File: src/rtl/mailbox_pkg.sv
// Shared mailbox types, opcodes, CSR offsets and IRQ bit positions.
// Consumed by mailbox_endpoint and its core-side CSR bridge.
package mailbox_pkg;

    typedef logic [7:0] mailbox_tag_t;

    localparam logic [3:0] OPC_DATA = 4'h1;

    localparam logic [31:0] MBX_CSR_TX_DEST  = 32'h00;
    localparam logic [31:0] MBX_CSR_TX_CTRL  = 32'h04;
    localparam logic [31:0] MBX_CSR_TX_DATA  = 32'h08;
    localparam logic [31:0] MBX_CSR_STATUS   = 32'h0C;
    localparam logic [31:0] MBX_CSR_RX_DATA  = 32'h10;
    localparam logic [31:0] MBX_CSR_RX_TAG   = 32'h14;
    localparam logic [31:0] MBX_CSR_IRQ_EN   = 32'h18;
    localparam logic [31:0] MBX_CSR_IRQ_STAT = 32'h1C;

    localparam int MBX_IRQ_RX_AVAIL     = 0;
    localparam int MBX_IRQ_TX_DONE      = 1;
    localparam int MBX_IRQ_RX_UNDERFLOW = 2;

    typedef struct packed {
        logic [3:0] opcode;
        logic       eop;
        logic       prio;
    } mbx_tx_ctrl_t;

    function automatic logic [31:0] mbx_lane_mask(input logic [3:0] sel);
        return {{8{sel[3]}}, {8{sel[2]}}, {8{sel[1]}}, {8{sel[0]}}};
    endfunction

endpackage

File: src/rtl/mailbox_csr_bridge.sv
// Wishbone CSR front end for one mailbox endpoint: TX beat launcher, one-entry RX hold, maskable irq.
// Ack one cycle after request; a TX_DATA write while a beat is pending stalls until the handshake.
module mailbox_csr_bridge
    import mailbox_pkg::*;
#(
    parameter int         ADDR_W     = 5,
    parameter logic [3:0] RST_OPCODE = OPC_DATA
) (
    input  logic              clk,
    input  logic              rst,
    input  logic              s_wb_cyc,
    input  logic              s_wb_stb,
    input  logic              s_wb_we,
    input  logic [ADDR_W-1:0] s_wb_adr,
    input  logic [31:0]       s_wb_dat_w,
    input  logic [3:0]        s_wb_sel,
    output logic [31:0]       s_wb_dat_r,
    output logic              s_wb_ack,
    output logic              tx_valid,
    input  logic              tx_ready,
    output logic [15:0]       tx_dest,
    output logic [31:0]       tx_data,
    output logic              tx_prio,
    output logic              tx_eop,
    output logic [3:0]        tx_opcode,
    input  logic              rx_valid,
    output logic              rx_ready,
    input  logic [31:0]       rx_data,
    input  mailbox_tag_t      rx_tag,
    output logic              irq
);

    localparam logic [0:0] ST_IDLE = 1'b0;
    localparam logic [0:0] ST_PEND = 1'b1;

    logic [0:0]   state_q, state_d;
    logic         ack_q, ack_d;
    logic [31:0]  dat_r_q, dat_r_d;
    logic [15:0]  dest_q, dest_d;
    mbx_tx_ctrl_t ctrl_q, ctrl_d;
    logic [2:0]   irq_en_q, irq_en_d;
    logic         done_q, done_d;
    logic         unf_q, unf_d;
    logic         irq_q, irq_d;
    logic         hold_vld_q, hold_vld_d;
    logic [31:0]  hold_dat_q, hold_dat_d;
    mailbox_tag_t hold_tag_q, hold_tag_d;
    logic         pop_q, pop_d;
    logic [15:0]  txo_dest_q, txo_dest_d;
    logic [31:0]  txo_dat_q, txo_dat_d;
    mbx_tx_ctrl_t txo_ctrl_q, txo_ctrl_d;

    logic [31:0] csr_adr;
    logic [31:0] lane;
    logic [31:0] rdata;
    logic [2:0]  irq_stat;
    logic        access, tx_busy, stall, wr, rd, rx_fire, unf_evt;

    assign csr_adr  = 32'(s_wb_adr) & ~32'h3;
    assign lane     = mbx_lane_mask(s_wb_sel);
    assign tx_busy  = (state_q == ST_PEND);
    assign access   = s_wb_cyc & s_wb_stb & ~ack_q;
    assign stall    = access & s_wb_we & (csr_adr == MBX_CSR_TX_DATA) & tx_busy;
    assign wr       = access & ~stall & s_wb_we;
    assign rd       = access & ~s_wb_we;
    assign rx_fire  = rx_valid & ~hold_vld_q;
    assign unf_evt  = rd & (csr_adr == MBX_CSR_RX_DATA) & ~hold_vld_q;
    assign irq_stat = {unf_q, done_q, hold_vld_q};

    always_comb begin
        rdata = 32'h0;
        case (csr_adr)
            MBX_CSR_TX_DEST:  rdata = {16'h0, dest_q};
            MBX_CSR_TX_CTRL:  rdata = {24'h0, ctrl_q.opcode, 2'b00, ctrl_q.eop, ctrl_q.prio};
            MBX_CSR_STATUS:   rdata = {28'h0, irq_q, unf_q, hold_vld_q, tx_busy};
            MBX_CSR_RX_DATA:  rdata = hold_vld_q ? hold_dat_q : 32'h0;
            MBX_CSR_RX_TAG:   rdata = 32'(hold_tag_q);
            MBX_CSR_IRQ_EN:   rdata = {29'h0, irq_en_q};
            MBX_CSR_IRQ_STAT: rdata = {29'h0, irq_stat};
            default:          rdata = 32'h0;
        endcase
    end

    always_comb begin
        ack_d      = wr | rd;
        dat_r_d    = rd ? rdata : 32'h0;
        dest_d     = dest_q;
        ctrl_d     = ctrl_q;
        irq_en_d   = irq_en_q;
        done_d     = done_q;
        unf_d      = unf_q;
        state_d    = state_q;
        txo_dest_d = txo_dest_q;
        txo_dat_d  = txo_dat_q;
        txo_ctrl_d = txo_ctrl_q;
        hold_vld_d = hold_vld_q;
        hold_dat_d = hold_dat_q;
        hold_tag_d = hold_tag_q;
        pop_d      = rd & (csr_adr == MBX_CSR_RX_DATA) & hold_vld_q;

        if (wr) begin
            case (csr_adr)
                MBX_CSR_TX_DEST: begin
                    if (s_wb_sel[0]) dest_d[7:0]  = s_wb_dat_w[7:0];
                    if (s_wb_sel[1]) dest_d[15:8] = s_wb_dat_w[15:8];
                end
                MBX_CSR_TX_CTRL: begin
                    if (s_wb_sel[0]) ctrl_d = '{opcode: s_wb_dat_w[7:4], eop: s_wb_dat_w[1],
                                                prio: s_wb_dat_w[0]};
                end
                MBX_CSR_IRQ_EN: begin
                    if (s_wb_sel[0]) irq_en_d = s_wb_dat_w[2:0];
                end
                MBX_CSR_IRQ_STAT: begin
                    if (s_wb_sel[0] && s_wb_dat_w[MBX_IRQ_TX_DONE])      done_d = 1'b0;
                    if (s_wb_sel[0] && s_wb_dat_w[MBX_IRQ_RX_UNDERFLOW]) unf_d  = 1'b0;
                end
                default: ;
            endcase
        end

        // Stall guarantees a TX_DATA write only lands while IDLE.
        if (wr && csr_adr == MBX_CSR_TX_DATA) begin
            state_d    = ST_PEND;
            txo_dat_d  = s_wb_dat_w & lane;
            txo_dest_d = dest_q;
            txo_ctrl_d = ctrl_q;
        end else if (tx_busy && tx_ready) begin
            state_d = ST_IDLE;
        end

        // Event sets are applied after W1C so a coincident set wins.
        if (tx_busy && tx_ready) done_d = 1'b1;
        if (unf_evt)             unf_d  = 1'b1;

        // Pop lands at the end of the ack cycle, giving one bubble before the next capture.
        if (pop_q) begin
            hold_vld_d = 1'b0;
        end else if (rx_fire) begin
            hold_vld_d = 1'b1;
            hold_dat_d = rx_data;
            hold_tag_d = rx_tag;
        end

        irq_d = |(irq_stat & irq_en_q);
    end

    always_ff @(posedge clk or posedge rst) begin
        if (rst) begin
            state_q    <= ST_IDLE;
            ack_q      <= 1'b0;
            dat_r_q    <= 32'h0;
            dest_q     <= 16'h0;
            ctrl_q     <= '{opcode: RST_OPCODE, eop: 1'b1, prio: 1'b0};
            irq_en_q   <= 3'h0;
            done_q     <= 1'b0;
            unf_q      <= 1'b0;
            irq_q      <= 1'b0;
            hold_vld_q <= 1'b0;
            hold_dat_q <= 32'h0;
            hold_tag_q <= '0;
            pop_q      <= 1'b0;
            txo_dest_q <= 16'h0;
            txo_dat_q  <= 32'h0;
            txo_ctrl_q <= '0;
        end else begin
            state_q    <= state_d;
            ack_q      <= ack_d;
            dat_r_q    <= dat_r_d;
            dest_q     <= dest_d;
            ctrl_q     <= ctrl_d;
            irq_en_q   <= irq_en_d;
            done_q     <= done_d;
            unf_q      <= unf_d;
            irq_q      <= irq_d;
            hold_vld_q <= hold_vld_d;
            hold_dat_q <= hold_dat_d;
            hold_tag_q <= hold_tag_d;
            pop_q      <= pop_d;
            txo_dest_q <= txo_dest_d;
            txo_dat_q  <= txo_dat_d;
            txo_ctrl_q <= txo_ctrl_d;
        end
    end

    assign s_wb_ack   = ack_q;
    assign s_wb_dat_r = dat_r_q;
    assign tx_valid   = tx_busy;
    assign tx_dest    = txo_dest_q;
    assign tx_data    = txo_dat_q;
    assign tx_prio    = txo_ctrl_q.prio;
    assign tx_eop     = txo_ctrl_q.eop;
    assign tx_opcode  = txo_ctrl_q.opcode;
    assign rx_ready   = ~hold_vld_q;
    assign irq        = irq_q;

endmodule

File: config.mk
export PLATFORM = sky130hd
export DESIGN_NAME = mailbox_csr_bridge
export DESIGN_NICKNAME = d
export VERILOG_FILES = /design/src/rtl/mailbox_pkg.sv /design/src/rtl/mailbox_csr_bridge.sv
export SDC_FILE = /design/constraint.sdc
export NUM_CORES = 1
export LEC_CHECK = 0
export ABC_AREA = 1
export CAP_MARGIN = 10
export CELL_PAD_IN_SITES_DETAIL_PLACEMENT = 1
export CELL_PAD_IN_SITES_GLOBAL_PLACEMENT = 2
export CORE_AREA = 3 3 149 151
export DETAILED_ROUTE_END_ITERATION = 6
export DIE_AREA = 0 0 152 154
export PLACE_DENSITY_LB_ADDON = 0.1
export SETUP_SLACK_MARGIN = 0.5
export SYNTH_ARGS = -nofsm -noshare
export SYNTH_HDL_FRONTEND = slang
export SYNTH_SLANG_ARGS = --single-unit
File: constraint.sdc
create_clock -name clk -period 15.6 [get_ports clk]
set_input_delay 2.34 -clock clk [delete_from_list [all_inputs] [get_ports clk]]
set_output_delay 2.34 -clock clk [all_outputs]
set_load 0.05 [all_outputs]
==> run metrics <==
vias per cell=4.59; crit start category=primary input; fmax=213 MHz; Placeable Area=21000 µm²; Final #Nets=929; Max stage delay cell, worst path=clkdlybuf4s50_1; Slew @ Worst Pin=1090 ps; Detail Placement HPWL=13.3 mm; storage element area=3960 µm²; die footprint=23400 µm²; Resized Gates After CTS=0; cell at the root of the clock tree=clkbuf_16; clock share of power=37.7%; vias=5187; first-pass GRT wire length=30.4 mm; layout cells sized above 1=9.48%; Syn Inst Count=679; Crit. End Element=flip-flop; syn nets=767; first-pass iteration count of the detailed router=4; critical path class=primary input to flip-flop; register share of total power=45.5%; setup bufs post-CTS=0; Slew headroom=27.6%; Worst Path Required=15960 ps; final hold vios=0; main combinational cell family by area after synthesis=simple AND/OR/NAND/NOR gates; Clock Path Buffers=2; worst clock skew=8.12 ps; CP Cell Sequence=clkdlybuf4s50_1 -> nor3_4 -> nand2_1 -> nand3_1 -> nand2_1 -> nand2_1; Lkg Pwr=4.15 nW; sw frac=30.3%; Arr. time, crit path=5060 ps; Post-Synth Adder-Cell Area=0%; port bufs=175; worst hold slack=440 ps; CTS Buf Count=17; Post-Synth XOR/XNOR Area=0%; htree depth=4; TritonCTS clock tree=yes; mux contribution to synthesized area=3.50%; switching power of the nets=318 µW; RSZ-0062 raised after global routing=no; Hold Path Class=flip-flop to flip-flop; GPL Wtd Cong=0.762; total track usage=16.2%; number of fill cells in the layout=2380; area of the multi-input gates=2110 µm²; Setup TNS Final=0 ps; wire per inst=16.4 µm; die width=152 µm; status=completed; num rows=53; CTS clock-pin slew for the worst setup and hold paths=70 ps; slowest stage delay, CP=870 ps; Peak VDD IR=0.0000770 V; P_int=732 µW; clock period minus worst slack=4700 ps; PD cells=117 nW/µm²; initial core utilization=30.7%; vias in the first global route=5716; synthesis-to-finish area growth=39.4%; Cell variety after synth=27; Residual DRC=0; worst skew pair latency=430 ps; Tcrit/Tclk final=30.1%; clock sink total=158; Antenna Cells=0; Top cell by count, worst path=nand2_1; combinational share of power=16.8%; Slew Limit Fails=0; Synth Area in Simple Gates=21.2%; yosys warns=0; Compound-Gate Fraction of Synth Area=7.85%; synthesized area=6440 µm²; Max-cap violations=0; final setup vio count=0; post-synthesis register bit count=158; 1st-iter DRT viols=194; chip height=154 µm; Core Util, Final=42.8%; largest net degree at the start of global routing=90; crit-path max FO=31; DRT antenna net count=0; syn_area_per_cell=9.49 µm²; grt ovf=0; final WL=18.5 mm; initial antenna violation count=0; IO Pins=178; crit-path leading delay family=simple AND/OR/NAND/NOR gates; critical path buffer and inverter count=1; Seq/Total Area, Yosys=61.4%; # hold bufs at CTS=0
[worst paths after layout]
kind	start	end	slack, ps	cells after the start
worst min-delay path	pop_q	hold_vld_q	440	1
min in group asynchronous	rst	tx_data[0]	2410	2
max in group asynchronous	rst	unf_q	11640	3
worst max register to register	s_wb_ack	tx_dest[8]	13380	7
worst max-delay path	s_wb_adr[4]	ctrl_q[5]	10900	6
worst min register to register	pop_q	hold_vld_q	440	1
[stage by stage]
| stage | worst slack, ps | power (mW) | std cells | cell area, µm² |
|---|---|---|---|---|
| final | 10900 | 1.05 | 1129 | 8980 |
| after global routing | 10630 | 1.10 | 1129 | 8980 |
| after CTS | 10890 | 1.07 | 1128 | 8960 |
| after detailed placement | 10430 | 0.666 | 1096 | 8400 |
| after global placement | 10490 | 0.660 | 1096 | 8400 |
| after floorplan | 9000 | 0.588 | 679 | 6440 |
[area by class of cell]
| type | instances | area share, % |
|---|---|---|
| sequential | 158 | 44.1 |
| inverter | 58 | 2.48 |
| timing repair buffer | 179 | 20.0 |
| tap | 275 | 3.83 |
| clock inverter | 15 | 1.44 |
| multi-input combinational | 427 | 23.5 |
| clock buffer | 17 | 4.74 |
[worst reg2reg max path, delay by kind of cell, from the launching register on]
| kind | cells | cell delay [ps] |
|---|---|---|
| DFF | 1 | 400 |
| and+or+nand+nor | 4 | 800 |
| AOI/OAI and AO/OA | 1 | 90 |
| buffers and inverters | 2 | 790 |
[routing by layer]
layer,global-route usage [%],vias up,share of wire [%]
li1,-,2526,-
met1,19.6,2514,43
met2,27.8,127,51
met3,4.50,20,4.5
met4,5.86,0,1.9
met5,0,-,0
[layout by cell type (no fill, tap or decap)]
cell type | Yosys | layout
nand3b_4 | 1 | 1
nand3_2 | 3 | 2
nand2_2 | 1 | 2
inv_8 | 0 | 4
o21ai_0 | 54 | 54
mux2_2 | 20 | 20
nor2_1 | 58 | 58
o21ai_2 | 5 | 5
buf_12 | 0 | 1
nor2_2 | 5 | 5
buf_4 | 3 | 3
nand2_1 | 183 | 182
inv_2 | 3 | 3
a21oi_1 | 32 | 32
nand3_1 | 16 | 16
dfstp_2 | 2 | 2
nor2_4 | 1 | 1
o21ai_1 | 5 | 5
clkbuf_16 | 0 | 17
nor3_1 | 1 | 1
nand4_1 | 39 | 39
a31oi_1 | 1 | 1
inv_1 | 55 | 54
clkinvlp_4 | 0 | 1
nand3_4 | 1 | 2
nor3_4 | 1 | 1
inv_6 | 0 | 6
dfrtp_1 | 156 | 156
clkinv_2 | 0 | 3
clkinv_4 | 0 | 2
clkdlybuf4s50_1 | 0 | 175
[synthesized netlist by cell type]
cell type | n | area [µm²]
nand2_2 | 1 | 6.26
buf_1 | 3 | 11.3
nor3_1 | 1 | 5.00
a21oi_1 | 32 | 160
inv_1 | 55 | 206
nand3_4 | 1 | 17.5
dfstp_2 | 2 | 52.6
nor2_4 | 1 | 11.3
mux2_2 | 20 | 225
a31oi_1 | 1 | 6.26
nor2_2 | 5 | 31.3
buf_2 | 13 | 65.1
nand2_1 | 183 | 687
clkbuf_1 | 16 | 60.1
nand3b_4 | 1 | 20.0
buf_6 | 1 | 11.3
nor3_4 | 1 | 16.3
nand3_2 | 3 | 30.0
nor2_1 | 58 | 218
o21ai_0 | 54 | 270
nand3_1 | 16 | 80.1
o21ai_2 | 5 | 43.8
inv_2 | 3 | 11.3
o21ai_1 | 5 | 25.0
dfrtp_1 | 156 | 3900
nand4_1 | 39 | 244
buf_4 | 3 | 22.5
[power groups by stage]
| stage | registers (mW) | clock network [mW] | logic [mW] |
|---|---|---|---|
| 6_report | 0.478 | 0.396 | 0.177 |
| 5_1_grt | 0.483 | 0.426 | 0.194 |
| 4_1_cts | 0.479 | 0.408 | 0.181 |
| 3_5_place_dp | 0.486 | 0 | 0.180 |
| 3_3_place_gp | 0.484 | 0 | 0.176 |
| 2_1_floorplan | 0.527 | 0 | 0.0607 |
[cell families (layout without fill, tap and decap cells)]
kind of cell           count (synthesis)  after routing
AO/OA/AOI/OAI                         97             97
buffers and inverters                 94            269
AND/OR/NAND/NOR                      310            310
flip-flops                           158            158
multiplexers                          20             20
[flip-flops by register name, summed over array words and instances (netlist names)]
register / cells
s_wb_dat_r: 32
dest_q: 16
done_q: 1
tx_dest: 16
irq: 1
tx_eop: 1
tx_prio: 1
unf_q: 1
tx_opcode: 4
hold_dat_q: 32
irq_en_q: 3
s_wb_ack: 1
ctrl_q: 6
hold_tag_q: 8
tx_valid: 1
hold_vld_q: 1
pop_q: 1
tx_data: 32
(Power assumes the default switching activity.)
